`config.mk`:
```
export PLATFORM = sky130hd
export DESIGN_NAME = axi_lite_ram_ctrl
export DESIGN_NICKNAME = d
export VERILOG_FILES = /design/src/rtl/axi_ram_pkg.sv /design/src/rtl/axi_lite_ram_ctrl.sv
export SDC_FILE = /design/constraint.sdc
export NUM_CORES = 1
export LEC_CHECK = 0
export ABC_AREA = 0
export CAP_MARGIN = 20
export CELL_PAD_IN_SITES_DETAIL_PLACEMENT = 0
export CELL_PAD_IN_SITES_GLOBAL_PLACEMENT = 2
export CORE_MARGIN = 5
export CORE_UTILIZATION = 29
export CTS_CLUSTER_SIZE = 24
export DETAILED_ROUTE_END_ITERATION = 10
export GPL_TIMING_DRIVEN = 0
export PLACE_DENSITY_LB_ADDON = 0.3
export SLEW_MARGIN = 40
export SYNTH_ARGS = -nofsm -noshare
export SYNTH_HDL_FRONTEND = slang
export SYNTH_SLANG_ARGS = --single-unit
export TNS_END_PERCENT = 10
```
`constraint.sdc`:
```
create_clock -name clk -period 3 [get_ports clk]
set_clock_uncertainty 0.2 [all_clocks]
set_input_delay 0.45 -clock clk [delete_from_list [all_inputs] [get_ports clk]]
set_output_delay 0.45 -clock clk [all_outputs]
set_load 0.05 [all_outputs]
```
`src/rtl/axi_ram_pkg.sv`:
```
// Shared response codes and FSM state types for the AXI4-Lite RAM front-end.
package axi_ram_pkg;

  localparam logic [1:0] RESP_OKAY   = 2'b00;
  localparam logic [1:0] RESP_SLVERR = 2'b10;

  typedef enum logic [2:0] {
    W_IDLE, W_HAVE_AW, W_HAVE_W, W_ISSUE, W_RESP
  } wstate_e;

  typedef enum logic [1:0] {
    R_IDLE, R_ISSUE, R_WAIT, R_RESP
  } rstate_e;

endpackage

```
`src/rtl/axi_lite_ram_ctrl.sv`:
```
// AXI4-Lite slave that turns byte-addressed reads/writes into single-cycle Simple_RAM accesses.
// Define AXI_RAM_ERR_RESP_EN to answer out-of-range accesses with SLVERR instead of OKAY.
module axi_lite_ram_ctrl
  import axi_ram_pkg::*;
#(
  parameter int NUM_SLOTS        = 5,
  parameter int DATA_WIDTH_BYTES = 4,
  parameter int AXI_ADDR_WIDTH   = 32,
  localparam int DATA_WIDTH_BITS = 8 * DATA_WIDTH_BYTES,
  localparam int ADDR_WIDTH_BITS = $clog2(NUM_SLOTS),
  localparam int BYTE_OFS        = $clog2(DATA_WIDTH_BYTES)
) (
  input  logic                        clk,
  input  logic                        rst_n,
  input  logic [AXI_ADDR_WIDTH-1:0]   s_axi_awaddr,
  input  logic                        s_axi_awvalid,
  output logic                        s_axi_awready,
  input  logic [DATA_WIDTH_BITS-1:0]  s_axi_wdata,
  input  logic [DATA_WIDTH_BYTES-1:0] s_axi_wstrb,
  input  logic                        s_axi_wvalid,
  output logic                        s_axi_wready,
  output logic [1:0]                  s_axi_bresp,
  output logic                        s_axi_bvalid,
  input  logic                        s_axi_bready,
  input  logic [AXI_ADDR_WIDTH-1:0]   s_axi_araddr,
  input  logic                        s_axi_arvalid,
  output logic                        s_axi_arready,
  output logic [DATA_WIDTH_BITS-1:0]  s_axi_rdata,
  output logic [1:0]                  s_axi_rresp,
  output logic                        s_axi_rvalid,
  input  logic                        s_axi_rready,
  output logic                        ram_w_en,
  output logic [ADDR_WIDTH_BITS-1:0]  ram_w_addr,
  output logic [DATA_WIDTH_BITS-1:0]  ram_w_data,
  output logic [DATA_WIDTH_BYTES-1:0] ram_w_strb,
  output logic                        ram_r_en,
  output logic [ADDR_WIDTH_BITS-1:0]  ram_r_addr,
  input  logic [DATA_WIDTH_BITS-1:0]  ram_r_data
);

`ifdef AXI_RAM_ERR_RESP_EN
  localparam logic [1:0] OOR_RESP = RESP_SLVERR;
`else
  localparam logic [1:0] OOR_RESP = RESP_OKAY;
`endif

  function automatic logic in_rng(input logic [AXI_ADDR_WIDTH-1:0] a);
    return (a >> BYTE_OFS) < AXI_ADDR_WIDTH'(NUM_SLOTS);
  endfunction

  function automatic logic [ADDR_WIDTH_BITS-1:0] idx_of(input logic [AXI_ADDR_WIDTH-1:0] a);
    return ADDR_WIDTH_BITS'(a >> BYTE_OFS);
  endfunction

  // ---------------- write path ----------------
  wstate_e                     wstate_q;
  logic                        awready_q, wready_q, bvalid_q, wr_oor_q;
  logic [1:0]                  bresp_q;
  logic [AXI_ADDR_WIDTH-1:0]   awaddr_q, waddr_d;
  logic [DATA_WIDTH_BITS-1:0]  wdata_q, wdata_d;
  logic [DATA_WIDTH_BYTES-1:0] wstrb_q, wstrb_d;
  logic                        ram_w_en_q;
  logic [ADDR_WIDTH_BITS-1:0]  ram_w_addr_q;
  logic [DATA_WIDTH_BITS-1:0]  ram_w_data_q;
  logic [DATA_WIDTH_BYTES-1:0] ram_w_strb_q;
  logic                        aw_hs, w_hs, go_issue;

  assign aw_hs = s_axi_awvalid & awready_q;
  assign w_hs  = s_axi_wvalid  & wready_q;

  // The RAM port is loaded on the edge that completes the pair, so the
  // half arriving on that edge is taken straight from the bus.
  always_comb begin
    waddr_d  = aw_hs ? s_axi_awaddr : awaddr_q;
    wdata_d  = w_hs  ? s_axi_wdata  : wdata_q;
    wstrb_d  = w_hs  ? s_axi_wstrb  : wstrb_q;
    go_issue = 1'b0;
    case (wstate_q)
      W_IDLE:    go_issue = aw_hs & w_hs;
      W_HAVE_AW: go_issue = w_hs;
      W_HAVE_W:  go_issue = aw_hs;
      default:   go_issue = 1'b0;
    endcase
  end

  always_ff @(posedge clk or negedge rst_n) begin
    if (!rst_n) begin
      wstate_q     <= W_IDLE;
      awready_q    <= 1'b0;
      wready_q     <= 1'b0;
      bvalid_q     <= 1'b0;
      bresp_q      <= RESP_OKAY;
      wr_oor_q     <= 1'b0;
      awaddr_q     <= '0;
      wdata_q      <= '0;
      wstrb_q      <= '0;
      ram_w_en_q   <= 1'b0;
      ram_w_addr_q <= '0;
      ram_w_data_q <= '0;
      ram_w_strb_q <= '0;
    end else begin
      ram_w_en_q <= 1'b0;
      if (aw_hs) awaddr_q <= s_axi_awaddr;
      if (w_hs) begin
        wdata_q <= s_axi_wdata;
        wstrb_q <= s_axi_wstrb;
      end
      if (go_issue) begin
        wr_oor_q <= ~in_rng(waddr_d);
        if (in_rng(waddr_d)) begin
          ram_w_en_q   <= 1'b1;
          ram_w_addr_q <= idx_of(waddr_d);
          ram_w_data_q <= wdata_d;
          ram_w_strb_q <= wstrb_d;
        end
      end
      case (wstate_q)
        W_IDLE: begin
          awready_q <= 1'b1;
          wready_q  <= 1'b1;
          if (go_issue) begin
            awready_q <= 1'b0;
            wready_q  <= 1'b0;
            wstate_q  <= W_ISSUE;
          end else if (aw_hs) begin
            awready_q <= 1'b0;
            wstate_q  <= W_HAVE_AW;
          end else if (w_hs) begin
            wready_q  <= 1'b0;
            wstate_q  <= W_HAVE_W;
          end
        end
        W_HAVE_AW: if (w_hs) begin
          wready_q <= 1'b0;
          wstate_q <= W_ISSUE;
        end
        W_HAVE_W: if (aw_hs) begin
          awready_q <= 1'b0;
          wstate_q  <= W_ISSUE;
        end
        W_ISSUE: begin
          bvalid_q <= 1'b1;
          bresp_q  <= wr_oor_q ? OOR_RESP : RESP_OKAY;
          wstate_q <= W_RESP;
        end
        W_RESP: if (s_axi_bready) begin
          bvalid_q  <= 1'b0;
          bresp_q   <= RESP_OKAY;
          awready_q <= 1'b1;
          wready_q  <= 1'b1;
          wstate_q  <= W_IDLE;
        end
        default: wstate_q <= W_IDLE;
      endcase
    end
  end

  // ---------------- read path ----------------
  rstate_e                    rstate_q;
  logic                       arready_q, rvalid_q, rd_oor_q, ram_r_en_q;
  logic [1:0]                 rresp_q;
  logic [DATA_WIDTH_BITS-1:0] rdata_q;
  logic [ADDR_WIDTH_BITS-1:0] ram_r_addr_q;
  logic                       ar_hs;

  assign ar_hs = s_axi_arvalid & arready_q;

  always_ff @(posedge clk or negedge rst_n) begin
    if (!rst_n) begin
      rstate_q     <= R_IDLE;
      arready_q    <= 1'b0;
      rvalid_q     <= 1'b0;
      rresp_q      <= RESP_OKAY;
      rdata_q      <= '0;
      rd_oor_q     <= 1'b0;
      ram_r_en_q   <= 1'b0;
      ram_r_addr_q <= '0;
    end else begin
      ram_r_en_q <= 1'b0;
      case (rstate_q)
        R_IDLE: begin
          arready_q <= 1'b1;
          if (ar_hs) begin
            arready_q <= 1'b0;
            rd_oor_q  <= ~in_rng(s_axi_araddr);
            if (in_rng(s_axi_araddr)) begin
              ram_r_en_q   <= 1'b1;
              ram_r_addr_q <= idx_of(s_axi_araddr);
            end
            rstate_q <= R_ISSUE;
          end
        end
        R_ISSUE: rstate_q <= R_WAIT;
        R_WAIT: begin
          rdata_q  <= rd_oor_q ? '0 : ram_r_data;
          rresp_q  <= rd_oor_q ? OOR_RESP : RESP_OKAY;
          rvalid_q <= 1'b1;
          rstate_q <= R_RESP;
        end
        R_RESP: if (s_axi_rready) begin
          rvalid_q  <= 1'b0;
          rresp_q   <= RESP_OKAY;
          arready_q <= 1'b1;
          rstate_q  <= R_IDLE;
        end
        default: rstate_q <= R_IDLE;
      endcase
    end
  end

  assign s_axi_awready = awready_q;
  assign s_axi_wready  = wready_q;
  assign s_axi_bvalid  = bvalid_q;
  assign s_axi_bresp   = bresp_q;
  assign s_axi_arready = arready_q;
  assign s_axi_rvalid  = rvalid_q;
  assign s_axi_rresp   = rresp_q;
  assign s_axi_rdata   = rdata_q;
  assign ram_w_en      = ram_w_en_q;
  assign ram_w_addr    = ram_w_addr_q;
  assign ram_w_data    = ram_w_data_q;
  assign ram_w_strb    = ram_w_strb_q;
  assign ram_r_en      = ram_r_en_q;
  assign ram_r_addr    = ram_r_addr_q;

endmodule

```
# After elaboration in Yosys (flattened, before gate mapping)
# Cells that the tools add are included.
dict set report word_totals {
  input_bits 139
  regBits 159
  output_inout_bits 85
  elab_cells 98
}
dict set report op_classes {
  bitwise 5
  n_mux 40
  magnitude_cmp 2
  n_eq_ne 13
  n_reduce_logical 17
}
# operator n
set ops {}
lappend ops {{32-bit two-way mux} 3}
lappend ops {{30-bit by 3-bit < comparator with 1-bit output (second input constant)} 2}
lappend ops {{3-bit two-way mux} 6}
lappend ops {{1-bit two-way mux} 17}
lappend ops {{3-bit one-hot mux with 5 select lines} 1}
lappend ops {{2-bit AND reduction} 6}
lappend ops {{2-bit inequality test (second input constant)} 5}
lappend ops {{1-bit one-hot mux with 3 select lines} 3}
lappend ops {{3-bit AND reduction} 3}
lappend ops {{2-bit one-hot mux with 2 select lines} 2}
lappend ops {{2-bit one-hot mux with 4 select lines} 1}
lappend ops {{3-bit by 2-bit == test with 1-bit output (second input constant)} 2}
lappend ops {{2-bit two-way mux} 3}
lappend ops {{1-bit one-hot mux with 2 select lines} 3}
lappend ops {{2-bit nonzero test} 3}
lappend ops {{3-bit nonzero test} 2}
lappend ops {{1-bit AND} 4}
lappend ops {{2-bit == test (second input constant)} 2}
lappend ops {{4-bit two-way mux} 1}
lappend ops {{4-bit inequality test (second input constant)} 1}
lappend ops {{4-bit AND reduction} 1}
lappend ops {{3-bit by 1-bit == test with 1-bit output (second input constant)} 1}
lappend ops {{3-bit == test (second input constant)} 1}
lappend ops {{3-bit logical NOT} 1}
lappend ops {{other kinds (3)} 3}

# Longest topological paths before layout
dict set report depth {
  ltp_word 5
  depth_mapped 7
  depth_no_buf 5
}

# Least setup slack after synthesis
# Ideal clock, no wire load.
dict set report synth_timing {
  path_kind {flip-flop to flip-flop}
  from {register awready_q (netlist: s_axi_awready)}
  to {register ram_w_addr_q[0] (netlist: ram_w_addr[0])}
  arrival_ns 2.215
  slack_ns 0.459
  setup_time_ns 0.125
  path_stages_with_launch 7
  n_path_buf 1
  required_time_ns 2.675
  synth_period_minus_slack_ns 2.541
  path_cell_list {dfrtp_1 nand2_2 or4_1 a211oi_2 o211a_4 buf_12 mux2_4}
}
dict set report synth_between {
  elab_chain_cells 4
  elab_cells_between_ends 6
  cone_classes {order compare (1); mux (2); bitwise (2); reduce/logical (1)}
}
# element line
set synth_rtl {}
lappend synth_rtl {{start: declaration} axi_lite_ram_ctrl.sv:57} ;# logic awready_q, wready_q, bvalid_q, wr_oor_q;
lappend synth_rtl {{start signal: assignment} axi_lite_ram_ctrl.sv:89} ;# awready_q <= 1'b0;
lappend synth_rtl {{start signal: assignment} axi_lite_ram_ctrl.sv:119} ;# awready_q <= 1'b1;
lappend synth_rtl {{start signal: assignment} axi_lite_ram_ctrl.sv:122} ;# awready_q <= 1'b0;
lappend synth_rtl {{1-bit AND (*)} axi_lite_ram_ctrl.sv:68} ;# assign aw_hs = s_axi_awvalid & awready_q;
lappend synth_rtl {{32-bit two-way mux / 1-bit AND (equally long branches)} -}
lappend synth_rtl {{30-bit by 3-bit < comparator with 1-bit output / 1-bit one-hot mux with 3 select lines (equally long branches)} {axi_lite_ram_ctrl.sv:48, axi_lite_ram_ctrl.sv:78}}
lappend synth_rtl {{2-bit AND reduction (no line)} -}
lappend synth_rtl {{end signal: assignment} axi_lite_ram_ctrl.sv:112} ;# ram_w_addr_q <= idx_of(waddr_d);
lappend synth_rtl {{end: declaration} axi_lite_ram_ctrl.sv:63} ;# logic [ADDR_WIDTH_BITS-1:0] ram_w_addr_q;
# Mark *: on every way between the ends. The rest lies on a longest branch, timed or not.
# A chain may end at the register's enable or synchronous reset.

# Worst setup path in the final report
dict set report layout_timing {
  from {input port s_axi_awaddr[17]}
  to {register ram_w_data_q[28] (netlist: ram_w_data[28])}
}
dict set report layout_between {
  elab_chain_cells 3
}
# element line
set layout_rtl {}
lappend layout_rtl {{start: declaration} axi_lite_ram_ctrl.sv:15} ;# input logic [AXI_ADDR_WIDTH-1:0] s_axi_awaddr,
lappend layout_rtl {{32-bit two-way mux} -}
lappend layout_rtl {{30-bit by 3-bit < comparator with 1-bit output} axi_lite_ram_ctrl.sv:48} ;# return (a >> BYTE_OFS) < AXI_ADDR_WIDTH'(NUM_SLOTS);
lappend layout_rtl {{2-bit AND reduction (no line)} -}
lappend layout_rtl {{end signal: assignment} axi_lite_ram_ctrl.sv:113} ;# ram_w_data_q <= wdata_d;
lappend layout_rtl {{end: declaration} axi_lite_ram_ctrl.sv:64} ;# logic [DATA_WIDTH_BITS-1:0] ram_w_data_q;
# Every way passes these cells.

==> results.md <==
- Maximum VDD drop: 296 µV
- Total core area: around 0.022 mm²
- H-Tree Depth: 4
- Hold-fix buffers, CTS: 1
- Hold crit path type: input port to async pin
- DR WL/cell: 16.1 µm
- First-pass GRT wire length: 25700 µm
- Inserted Clock Buffers: 17
- Fin crit share: 90.2%
- RR Startpoint: s_axi_awready
- # rows: 54
- #FFs+latches synth: between 150 and 200
- Largest net degree at the start of global routing: 70
- Die Width: about 160 µm
- Crit path kind: input port to flip-flop
- First-pass DRT Iterations: 4
- CP Max Fanout: 10
- CTS Buffer Depth: 2
- FF-to-FF path depth: 6
- Crit. End Element: flip-flop
- Top-area cell type share of the netlist area: 60.8%
- Max Slew Vio Count: 0
- Top FF cell, synth: dfrtp_1
- Synthesis Warnings: 0
- Ant. Diodes: 0
- Post-synth EDFFs: 0
- Clk sinks: 153
- Clock root buffer: clkbuf_16
- Vias in the first global route: about 4.9k
- Resized Gates After CTS: 0
- Via count: between 4k and 5k
- NumNets Final: 841
- Post-synth ARST share: 100%
- CP most frequent cell: or4_1
- Synthesized instance count: 459
- Hpwl dp: 12100 µm
- WP data required: 3.09 ns
- DR iter-0 viols: about 150
- Vias/cell: around 4.4
- Routability Congestion: around 0.78
- CP delay by family, top: simple AND/OR/NAND/NOR gates
- Status: complete, no violations
- Post-synthesis sequential area ratio: 60.8%
- Drc violations: 0
- DRT antenna net count: 0
- Synth area leaders: dfrtp_1 61%, mux2_2 11%, mux2_4 9.3%
- Worst Path Buf+Inv: 2
- Clk_lat worst skew: around 0.41 ns
- Initial core utilization: 29.1%
- Slew @ Worst Pin: between 0.6 and 0.7 ns
- Leak: 0.00396 µW
- Crit start category: input port
- Post-placement cell count: 959
- Power Total: 6450 µW
- Setup Fix Bufs, Post-CTS: 0
- Hold Vio Cnt, Final: 0
- Initial antenna violation count: 0
- IO Pins: between 200 and 250
- GRT Total Usage: 13.1%
- Final non-filler cell total: 992
- Post-synthesis cell area: approximately 0.0063 mm²
- CTS tree: done
- Critical path launch point: s_axi_awaddr[17]
- Total die area: roughly 0.025 mm²
- Port Buffers: 215
- CP Depth: 7
- Crit path cell chain: clkdlybuf4s50_1 > or4_1 > or4_1 > a211oi_2 > o211a_4 > buf_12 > mux2_4
- Gr ovfl total: 0
- CP max stage delay: 0.50 ns
- Clock Pin Slew Worst Setup and Hold Paths: 0.06 ns
- CP arrival: 2.80 ns
- Fmax: 369 MHz
- Ratio of cells with drive above 1 in the final layout: between 20% and 30%
- Worst Setup EP: ram_w_data[28]
- Maxcap violations: 0
- Die height: 157 µm
- TNS Setup: 0 ns
- Final WL: 16000 µm
- Power Dens Cells: 681 mW/mm²
- Unique masters post-synth: 36
- RSZ-0062 raised after global routing: no
- R2R setup slack: 0.60 ns
- Area grow syn2layout: 50.1%
- Syn_area_per_cell: 13.7 µm²
- CP max stage cell: or4_1
- Relative slew slack: between 50% and 60%
- Endpoints failing setup: 0
- FF-to-FF End: ram_w_data[28]
- Leading area contributor after synthesis: dfrtp_1
- Tmin final: 2.71 ns
## state kept, by name, indices dropped and copies added, names as in the netlist, 2 cells and up
name and flops:
awaddr_q 30, ram_r_addr 3, ram_w_addr 3, rstate_q 2
s_axi_rdata 32, wdata_q 32, wstrb_q 4, wstate_q 3
ram_w_data 32, ram_w_strb 4
## synthesized netlist by cell type (2+ instances only)
library cell,instances
nand4_1,2
clkbuf_1,9
mux2_4,39
buf_4,5
buf_12,4
nor3_1,5
and4_1,2
inv_1,35
nor4_1,12
o32a_1,3
dfrtp_1,153
ha_1,3
nor2_1,13
mux2_2,62
o21ai_0,32
nand2_1,36
a21oi_1,2
nor2b_1,4
buf_1,2
mux2_1,9
o22ai_1,2
o21ai_1,3
nand3_1,3
buf_8,3
or4_1,5
## worst register-to-register path: cells and delay by family (launching register included)
kind,cells,cell delay [ns]
mux,1,0.31
flops,1,0.40
buf+inv,1,0.18
simple gates,2,0.69
compound gates,2,0.51
## kinds of logic after synthesis
kind of cell / synth area share, %
flops: 60.8
mux: 22.1
simple gates: 6.67
buf+inv: 5.32
compound gates: 4.47
fa+ha+maj: 0.596
other cells: 0.0595
## report_power, final
| group | switching, µW | total (µW) | internal, µW |
|---|---|---|---|
| Sequential | 219 | 2770 | 2550 |
| Clock | 900 | 2090 | 1190 |
| Combinational | 784 | 1590 | 802 |
## worst min-delay path by stage
stage / to / depth (start not counted) / slack, ns / from
2_1_floorplan: awaddr_q[10] / 0 / -0.05 / rst_n
3_3_place_gp: awaddr_q[22] / 1 / 0.28 / awaddr_q[22]
3_5_place_dp: wdata_q[20] / 1 / 0.1 / rst_n
4_1_cts: wdata_q[20] / 2 / 0.25 / rst_n
5_1_grt: wdata_q[20] / 2 / 0.25 / rst_n
6_report: wdata_q[20] / 2 / 0.26 / rst_n
## placed cells by master (no fill, tap or decap), types with 2 or more instances in the layout
cell / n
a21oi_1: 2
and4_1: 2
buf_1: 2
buf_12: 4
buf_16: 2
buf_4: 5
buf_8: 4
clkbuf_1: 9
clkbuf_16: 17
clkdlybuf4s50_1: 214
clkinv_2: 3
clkinvlp_4: 2
conb_1: 4
dfrtp_1: 153
ha_1: 3
inv_1: 35
inv_6: 6
inv_8: 2
mux2_1: 9
mux2_2: 62
mux2_4: 39
nand2_1: 36
nand3_1: 3
nand4_1: 2
nor2_1: 13
nor2b_1: 4
nor3_1: 5
nor4_1: 12
o21ai_0: 32
o21ai_1: 3
o22ai_1: 2
o32a_1: 3
or4_1: 5
## final cells by class
| class | instances | area [µm²] |
|---|---|---|
| plain buffers | 23 | 204 |
| repair buffers | 218 | 2220 |
| fillers | 2000 | 12200 |
| inverters | 35 | 131 |
| clock inverters | 14 | 135 |
| clock buffers | 18 | 439 |
| multi-input cells | 251 | 2150 |
| flip-flops and latches | 153 | 3830 |
| well taps | 280 | 350 |
## per-stage QoR
step / setup slack [ns] / utilization, % / hold slack (ns) / area, µm²
after CTS: 0.297 / 43.8 / 0.247 / 9460
after floorplan: 0.459 / - / -0.0456 / 6310
final: 0.293 / 43.8 / 0.264 / 9460
after global routing: 0.231 / 43.8 / 0.255 / 9460
after global placement: -4.90 / 40.8 / 0.276 / 8820
after detailed placement: -0.131 / 41.1 / 0.0957 / 8880
## layer usage
layer / vias up / track usage (%) / wire length (µm)
li1: 2052 / - / -
met1: 2103 / 16.1 / 6840
met2: 158 / 21.1 / 7380
met3: 14 / 5.28 / 1440
met4: 0 / 4.34 / 293
met5: - / 0 / 0
No activity file was read; power rests on OpenSTA's default activity.
